`src/rtl/maze_pkg.sv`:
```
// maze_pkg: shared geometry constants and types for the maze move controller
package maze_pkg;
  localparam int GRID_W        = 6;
  localparam int N_CELLS       = GRID_W * GRID_W;
  localparam int TERMINAL_CELL = N_CELLS;

  typedef logic [5:0] cell_t;

  typedef enum logic [1:0] {
    DIR_UP    = 2'd0,
    DIR_DOWN  = 2'd1,
    DIR_LEFT  = 2'd2,
    DIR_RIGHT = 2'd3
  } dir_t;

  typedef enum logic [2:0] {
    S_IDLE,
    S_READY,
    S_CHECK,
    S_MOVE,
    S_SETTLE,
    S_DONE,
    S_FAULT
  } move_fsm_t;

  typedef enum logic [1:0] {
    F_NONE    = 2'd0,
    F_ILLEGAL = 2'd1,
    F_TIMEOUT = 2'd2,
    F_BUDGET  = 2'd3
  } fault_t;
endpackage

```
`src/rtl/maze_step_decode.sv`:
```
// maze_step_decode: classifies a requested cell as a legal single step from the current cell and gives its direction
module maze_step_decode #(
  parameter int GRID_W = 6
) (
  input  logic [5:0] cur_i,
  input  logic [5:0] nxt_i,
  output logic       legal_o,
  output logic [1:0] dir_o
);
  import maze_pkg::*;

  localparam logic [6:0] W  = 7'(GRID_W);
  localparam logic [6:0] NC = 7'(GRID_W * GRID_W);

  logic [6:0] c, n;
  logic       same_row, up, down, left, right;

  assign c        = {1'b0, cur_i};
  assign n        = {1'b0, nxt_i};
  assign same_row = (c / W) == (n / W);
  assign up       = (n + W) == c;
  assign down     = (c + W) == n;
  assign left     = ((n + 7'd1) == c) && same_row;
  assign right    = ((c + 7'd1) == n) && same_row;

  // Horizontal steps must stay inside the row so 5->6 style wraps are rejected.
  always_comb begin
    legal_o = (n < NC) && (up || down || left || right);
    dir_o   = up ? DIR_UP : down ? DIR_DOWN : left ? DIR_LEFT : DIR_RIGHT;
  end
endmodule

```
`src/rtl/maze_move_ctrl.sv`:
```
// maze_move_ctrl: turns exploit-stage cell requests into handshaked moves; MOVE_SIM_EN replaces move_ack with an internal ack
module maze_move_ctrl #(
  parameter int GRID_W          = 6,
  parameter int MOVE_TIMEOUT    = 50_000_000,
  parameter int MAX_STEPS       = 64,
  parameter int SIM_MOVE_CYCLES = 16
) (
  input  logic       clk,
  input  logic       rst,
  input  logic       start,
  input  logic [5:0] start_state,
  input  logic [5:0] target_state,
  input  logic [5:0] next_state,
  input  logic       timer_start,
  input  logic       move_ack,
  output logic       move_req,
  output logic [1:0] move_dir,
  output logic [5:0] maze_state,
  output logic       move_complete,
  output logic [6:0] step_count,
  output logic       target_reached,
  output logic       fault,
  output logic [1:0] fault_code
);
  import maze_pkg::*;

  localparam int CNT_MAX = MOVE_TIMEOUT > SIM_MOVE_CYCLES ? MOVE_TIMEOUT : SIM_MOVE_CYCLES;
  localparam int CW      = $clog2(CNT_MAX + 1);

  move_fsm_t     state_q, state_d;
  cell_t         maze_q, maze_d, pend_q, pend_d;
  dir_t          dir_q, dir_d;
  fault_t        code_q, code_d;
  logic [6:0]    step_q, step_d;
  logic [CW-1:0] cnt_q, cnt_d;
  logic          req_q, done_q, tgt_q, flt_q;
  logic          legal, ack;
  logic [1:0]    dec_dir;

  maze_step_decode #(.GRID_W(GRID_W)) u_dec (
    .cur_i   (maze_q),
    .nxt_i   (pend_q),
    .legal_o (legal),
    .dir_o   (dec_dir)
  );

`ifdef MOVE_SIM_EN
  assign ack = cnt_q == CW'(SIM_MOVE_CYCLES - 1);
`else
  assign ack = move_ack;
`endif

  // Next-state logic: run control, step check, move handshake with timeout, commit and budget check.
  always_comb begin
    state_d = state_q;
    maze_d  = maze_q;
    pend_d  = pend_q;
    dir_d   = dir_q;
    code_d  = code_q;
    step_d  = step_q;
    cnt_d   = cnt_q;
    case (state_q)
      S_IDLE, S_DONE, S_FAULT: if (start) begin
        maze_d  = start_state;
        step_d  = '0;
        code_d  = F_NONE;
        state_d = S_READY;
      end
      S_READY: if (maze_q == target_state) begin
        state_d = S_DONE;
      end else if (timer_start) begin
        pend_d  = next_state;
        state_d = S_CHECK;
      end
      S_CHECK: if (legal) begin
        dir_d   = dir_t'(dec_dir);
        cnt_d   = '0;
        state_d = S_MOVE;
      end else begin
        code_d  = F_ILLEGAL;
        state_d = S_FAULT;
      end
      S_MOVE: if (ack) begin
        maze_d  = pend_q;
        step_d  = step_q == 7'd127 ? step_q : step_q + 7'd1;
        state_d = S_SETTLE;
      end else if (cnt_q == CW'(MOVE_TIMEOUT - 1)) begin
        code_d  = F_TIMEOUT;
        state_d = S_FAULT;
      end else begin
        cnt_d = cnt_q + 1'b1;
      end
      S_SETTLE: if (step_q == 7'(MAX_STEPS) && pend_q != target_state) begin
        code_d  = F_BUDGET;
        state_d = S_FAULT;
      end else begin
        state_d = S_READY;
      end
      default: state_d = S_IDLE;
    endcase
  end

  // State and registered outputs; status flags are decoded from the state being entered.
  always_ff @(posedge clk) begin
    if (rst) begin
      state_q <= S_IDLE;
      maze_q  <= '0;
      pend_q  <= '0;
      dir_q   <= DIR_UP;
      code_q  <= F_NONE;
      step_q  <= '0;
      cnt_q   <= '0;
      req_q   <= 1'b0;
      done_q  <= 1'b0;
      tgt_q   <= 1'b0;
      flt_q   <= 1'b0;
    end else begin
      state_q <= state_d;
      maze_q  <= maze_d;
      pend_q  <= pend_d;
      dir_q   <= dir_d;
      code_q  <= code_d;
      step_q  <= step_d;
      cnt_q   <= cnt_d;
      req_q   <= state_d == S_MOVE;
      done_q  <= state_d == S_SETTLE;
      tgt_q   <= state_d == S_DONE;
      flt_q   <= state_d == S_FAULT;
    end
  end

  assign move_req       = req_q;
  assign move_dir       = dir_q;
  assign maze_state     = maze_q;
  assign move_complete  = done_q;
  assign step_count     = step_q;
  assign target_reached = tgt_q;
  assign fault          = flt_q;
  assign fault_code     = code_q;
endmodule

```
`config.mk`:
```
export PLATFORM = sky130hd
export DESIGN_NAME = maze_move_ctrl
export DESIGN_NICKNAME = d
export VERILOG_FILES = /design/src/rtl/maze_pkg.sv /design/src/rtl/maze_step_decode.sv /design/src/rtl/maze_move_ctrl.sv
export SDC_FILE = /design/constraint.sdc
export NUM_CORES = 1
export LEC_CHECK = 0
export ABC_AREA = 0
export CORE_UTILIZATION = 59
export CTS_BUF_LIST = sky130_fd_sc_hd__clkbuf_2
export DETAILED_ROUTE_END_ITERATION = 10
export GPL_ROUTABILITY_DRIVEN = 0
export GPL_TIMING_DRIVEN = 0
export PLACE_DENSITY = 0.89
export REMOVE_ABC_BUFFERS = 1
export SYNTH_ARGS = -nofsm -noshare
export SYNTH_HDL_FRONTEND = slang
export SYNTH_SLANG_ARGS = --single-unit
```
`constraint.sdc`:
```
create_clock -name clk -period 3.6 [get_ports clk]
set_clock_uncertainty 0.05 [all_clocks]
set_input_delay 1.08 -clock clk [delete_from_list [all_inputs] [get_ports clk]]
set_output_delay 1.08 -clock clk [all_outputs]
set_load 0.05 [all_outputs]
```
# Yosys cells after proc, flatten, opt, wreduce, memory -nomap -nowiden
# Cells that the tools add are included.
# totals
reg_bits	56
out_inout_bits	21
word_cells	96
# classes
add_sub_neg	6
n_div	2
order_cmp	1
n_eq_ne	29
n_mux	28
bitwise_logic	1
reduce_logical	18
# op_table
cell	count
2-to-1 mux 26 bit	3
one-hot mux 26 bit (2 select lines)	1
== test 7 x 6 -> 1 bit	4
adder 26 x 1 -> 26 bit (second input constant)	1
== test 26 bit (second input constant)	1
2-to-1 mux 3 bit	7
2-to-1 mux 7 bit	3
== test 3 bit (second input constant)	6
inequality test 2 bit (second input constant)	9
one-hot mux 3 bit (5 select lines)	1
adder 6 x 1 -> 7 bit (second input constant)	2
adder 6 x 3 -> 7 bit (second input constant)	2
divider 6 x 3 -> 7 bit (second input constant)	2
== test 7 bit (second input constant)	2
2-to-1 mux 2 bit	7
one-hot mux 7 bit (2 select lines)	1
2-to-1 mux 6 bit	2
one-hot mux 6 bit (2 select lines)	1
== test 3 x 2 -> 1 bit (second input constant)	3
one-hot mux 2 bit (4 select lines)	1
AND reduction 4 bit	2
adder 7 x 1 -> 7 bit (second input constant)	1
== test 7 bit	1
== test 6 bit	1
other kinds (14)	21

# Longest topological paths before layout
# depth
depth_word	9
mapped_depth	14
depth_no_buf	11

# Modules after synthesis
# From an unflattened synthesis, not the netlist that was laid out.
# hier_totals
cells_unflattened	520
hier_area_um2	4124.0
# by_module_without_submodules
module	instances	cells_each	area_each_um2	seq_area_each_um2
maze_move_ctrl	1	332	2870.3	1121.1
maze_step_decode	1	188	1253.7	0.0

# Worst setup path after synthesis
# No wires, ideal clock.
# synth_path
path_kind	register to register
from	register maze_q[1], in the netlist maze_state[1]
to	register cnt_q[4]
setup_ns	0.115
arrival_ns	3.149
required_ns	3.435
setup_slack_ns	0.287
stages_incl_launch_ff	14
n_path_buf	2
path_cell_list	dfxtp_1 > buf_2 > inv_1 > ha_1 > nand2b_1 > o21ai_0 > o211ai_1 > a221oi_1 > o221ai_2 > mux2i_4 > a21oi_2 > buf_2 > o31a_1 > o21a_1
# synth_between
elab_chain_cells	8
elab_cells_between_ends	16
cone_classes	add/sub (2); div (1); eq/ne (6); reduce/logical (7)
# synth_rtl
element	line_no	rtl
start, declared	maze_move_ctrl.sv:31	cell_t maze_q, maze_d, pend_q, pend_d;
start signal, assigned	maze_move_ctrl.sv:119	maze_q <= maze_d;
divider 6 x 3 -> 7 bit / adder 6 x 3 -> 7 bit (equally long branches)	maze_step_decode.sv:20, maze_step_decode.sv:22	
== test 7 bit / == test 7 x 6 -> 1 bit (equally long branches)	maze_step_decode.sv:20, maze_step_decode.sv:22	
logical AND 1 bit / logical OR 1 bit (equally long branches)	maze_step_decode.sv:23, maze_step_decode.sv:28	
logical OR 1 bit	maze_step_decode.sv:28	legal_o = (n < NC) && (up || down || left || right);
logical OR 1 bit (*)	maze_step_decode.sv:28	
logical AND 1 bit (*)	maze_step_decode.sv:28	
inequality test 2 bit (no source line) (*)	-	
AND reduction 4 bit (no source line) (*)	-	
end signal, assigned	maze_move_ctrl.sv:124	cnt_q <= cnt_d;
end, declared	maze_move_ctrl.sv:35	logic [CW-1:0] cnt_q, cnt_d;
# Every way passes the cells marked *; elsewhere a longest branch is shown, timed or not.
# A chain may end at the register's enable or synchronous reset.

# Final worst setup path
# layout_path
from	register pend_q[3]
to	register cnt_q[7]
# layout_between
elab_chain_cells	8
elab_cells_between_ends	17
cone_classes	add/sub (2); div (1); order compare (1); eq/ne (6); reduce/logical (7)
# layout_rtl
element	line_no	rtl
start, declared	maze_move_ctrl.sv:31	
start signal, assigned	maze_move_ctrl.sv:120	pend_q <= pend_d;
divider 6 x 3 -> 7 bit, or another cell as far along	maze_step_decode.sv:20	assign same_row = (c / W) == (n / W);
== test 7 bit, or another cell as far along	maze_step_decode.sv:20	
logical AND 1 bit / logical OR 1 bit (equally long branches)	maze_step_decode.sv:23, maze_step_decode.sv:28	
logical OR 1 bit (2 in series)	maze_step_decode.sv:28	
logical AND 1 bit (*)	maze_step_decode.sv:28	
inequality test 2 bit (no source line) (*)	-	
AND reduction 4 bit (no source line) (*)	-	
# Marked as above.

==> run summary <==
- area enclosed by the die boundary: 7490 µm²
- top_reg_cell synth: sky130_fd_sc_hd__dfxtp_1
- yosys warns: 0
- highest achievable clock rate: 289 MHz
- headroom to the max-slew limit: 32.4%
- CTS Buf Count: 5
- Power, Total: 1.98 mW
- placed wire-length estimate after detailed placement: 7210 µm
- FF-to-FF Start: pend_q[3]$_SDFFE_PP0P_
- number of antenna violations at the first check in global routing: 0
- number of enable-type register cells in the synthesized netlist: 0
- run status: complete, no violations
- Final setup violation count: 0
- GRT Resource Usage Total: 29.0%
- global-route wire length before repair: 17700 µm
- root cell of the clock tree: sky130_fd_sc_hd__clkbuf_2
- Static Leakage: 1.70 nW
- Critical R2R Capture: cnt_q[7]$_SDFFE_PP0P_
- Routed Antenna Nets: 0
- Max Transition Viols Final: 0
- FFs w/ async S/R, synth: 0%
- wirelength, routed: 10900 µm
- most frequent standard cell in the layout excluding fill and tap cells: sky130_fd_sc_hd__nor2_1
- quantity of hold-fixing buffers added after cts: 0
- endpoint type of the worst setup path: flop
- Port Buffers: 43
- data required time of the worst path: 3.96 ns
- FF-to-FF path depth: 8
- largest area contributor in the netlist: sky130_fd_sc_hd__dfxtp_1
- DR WL/cell: 16.1 µm
- CP max FO: 26
- largest voltage drop on the vdd net: 377 µV
- via count normalized by instance count: 6.32
- worst reg-to-reg setup slack: 0.14 ns
- synth-to-layout area growth: 13.8%
- synthesized instance count: 557
- total overflow reported by the global router: 0
- CP Capture Point: cnt_q[7]$_SDFFE_PP0P_
- clock-pin slew of the registers on the worst-case setup and hold paths: 0.28 ns
- fraction of layout cells with a size suffix above 1: 8.29%
- arrival time at the worst endpoint: 3.82 ns
- number of distinct library cell variants in the gate-level netlist after synthesis: 74
- post-placement worst setup slack: -0.559 ns
- clock latency at the later pin of the worst-skew pair: 0.45 ns
- leading cell types by total area after synthesis: sky130_fd_sc_hd__dfxtp_1, sky130_fd_sc_hd__ha_1, sky130_fd_sc_hd__a21oi_1
- max cap viols: 0
- count of state elements after synthesis: 56
- portion of the clock cycle consumed by the worst path in the final layout: 96.0%
- number of top-level design ports: 44
- pin count of the biggest net entering global routing: 27
- sequential-to-total area share from yosys stat: 26.6%
- Chip Width: 86.6 µm
- buffer depth of the longest clock path: 2
- Final nets: 618
- Critical Path Source: pend_q[3]$_SDFFE_PP0P_
- Period minus WS final: 3.46 ns
- depth of the CTS H-tree: 2
- Post-Syn Area: 4220 µm²
- final hold violation count: 0
- Critical Path Start Type: flop
- TritonCTS clock tree: done
- worst-margin pin slew: 1.01 ns
- start-to-end type of the worst setup path: flop to flop
- standard-cell row count: 30
- smallest setup slack after layout: 0.143 ns
- via count: 4264
- DRC violation count after routing: 0
- power per unit of standard cell area: 413 nW/µm²
- commonest cells after routing, fill and taps aside: sky130_fd_sc_hd__nor2_1, sky130_fd_sc_hd__nand2_1, sky130_fd_sc_hd__dfxtp_1
- n_diodes: 0
- Mapped Avg Cell Area: 7.57 µm²
- height of the chip: 86.6 µm
- vias in the first global route: 3859
- initial core utilization: 61.4%
- clock sinks: 56
- Synth top area share: 26.6%
- Core Region: 6870 µm²
- TritonRoute pass-1 iters: 5
- type of the tightest min-delay check: flop to flop
- iteration-0 DRC count of the detailed router: 217
==> registers in the layout, summed over array words and instances (netlist names) <==
name	flops
cnt_q	26
fault	1
fault_code	2
maze_state	6
move_complete	1
move_dir	2
move_req	1
pend_q	6
state_q	3
step_count	7
target_reached	1
==> cells in the mapped netlist, drive strengths merged (3+ instances only) <==
master	number
o31ai	3
a21oi	43
clkbuf	17
nand4	11
or3	22
nor2	51
o21ai	41
and2	4
buf	22
nor4	6
o221ai	3
xor2	23
xnor2	11
o22ai	4
a311oi	3
mux2i	9
inv	20
a211o	6
dfxtp	56
nor3	7
ha	17
a31oi	5
or2	3
nand2b	12
nand3	18
nor2b	12
or4	6
and3	6
o211ai	9
nand2	47
a211oi	16
o31a	3
==> per-layer routing <==
metal,global-route usage (%),share of wire (%)
met1,38.5,45
met2,49.5,49
met3,3.14,4.3
met4,9.39,1.6
met5,0,0
==> logic make-up (layout without fill, tap and decap cells) <==
logic type | after synthesis | in the layout | synth area share (%)
AO/OA/AOI/OAI | 163 | 165 | 26.0
adder cells (fa/ha/maj) | 18 | 18 | 5.31
XOR/XNOR | 34 | 34 | 7.06
AND/OR/NAND/NOR | 216 | 216 | 26.3
flip-flops | 56 | 56 | 26.6
multiplexers | 10 | 10 | 2.70
buffers and inverters | 60 | 80 | 6.05
==> per-stage QoR <==
step / hold WS [ns] / TNS (ns) / area [µm²] / cells / util, %
final: 0.449 / 0 / 4800 / 675 / 69.9
after global routing: 0.464 / -0.0184 / 4800 / 675 / 69.9
after CTS: 0.437 / 0 / 4700 / 666 / 68.4
after detailed placement: 0.408 / -12.10 / 4600 / 657 / 67.0
after floorplan: 0.397 / -7.70 / 4040 / 518 / -
after global placement: 0.409 / -22.13 / 4590 / 657 / 66.9
==> worst max-delay path: stages, from the launching register on <==
cell                        delay, ns
sky130_fd_sc_hd__dfxtp_4         0.60
sky130_fd_sc_hd__inv_1           0.26
sky130_fd_sc_hd__or4_4           0.59
sky130_fd_sc_hd__a2111oi_4       0.41
sky130_fd_sc_hd__a31oi_2         0.12
sky130_fd_sc_hd__nor2_1          0.48
sky130_fd_sc_hd__a21oi_4         0.29
sky130_fd_sc_hd__or4_1           0.54
sky130_fd_sc_hd__nand2_1         0.08
==> layout make-up <==
type                            count  area (µm²)
Clock inverter                      2        38.8
Timing Repair Buffer               51         490
Fill cell                         554        2070
Inverter                           21        78.8
Clock buffer                        6        30.0
Sequential cell                    56        1150
Multi-Input combinational cell    443        2900
Tap cell                           96         120
==> what timing repair did <==
item,in CTS,in global routing
resized for setup,9,12
pin swaps,1,1
buffers inserted,0,8
setup endpoints to repair,34,33
cloned,1,1
==> worst min-delay path by stage <==
stage	from	to	slack (ns)	depth (start not counted)
after floorplan	cnt_q[1]$_SDFFE_PP0P_	cnt_q[1]$_SDFFE_PP0P_	0.40	2
after global placement	fault_code[0]$_SDFFE_PP0P_	fault_code[0]$_SDFFE_PP0P_	0.41	2
after detailed placement	fault_code[0]$_SDFFE_PP0P_	fault_code[0]$_SDFFE_PP0P_	0.41	2
after CTS	fault_code[0]$_SDFFE_PP0P_	fault_code[0]$_SDFFE_PP0P_	0.44	2
after global routing	cnt_q[25]$_SDFFE_PP0P_	cnt_q[25]$_SDFFE_PP0P_	0.46	2
final	fault_code[0]$_SDFFE_PP0P_	fault_code[0]$_SDFFE_PP0P_	0.45	2
==> report_power, final <==
group	switching [mW]	internal, mW	leakage [nW]	total, mW
Sequential	0.0983	0.659	0.459	0.757
Clock	0.202	0.123	0.0436	0.325
Combinational	0.555	0.347	1.19	0.901
Power figures use the tool's default switching activity.
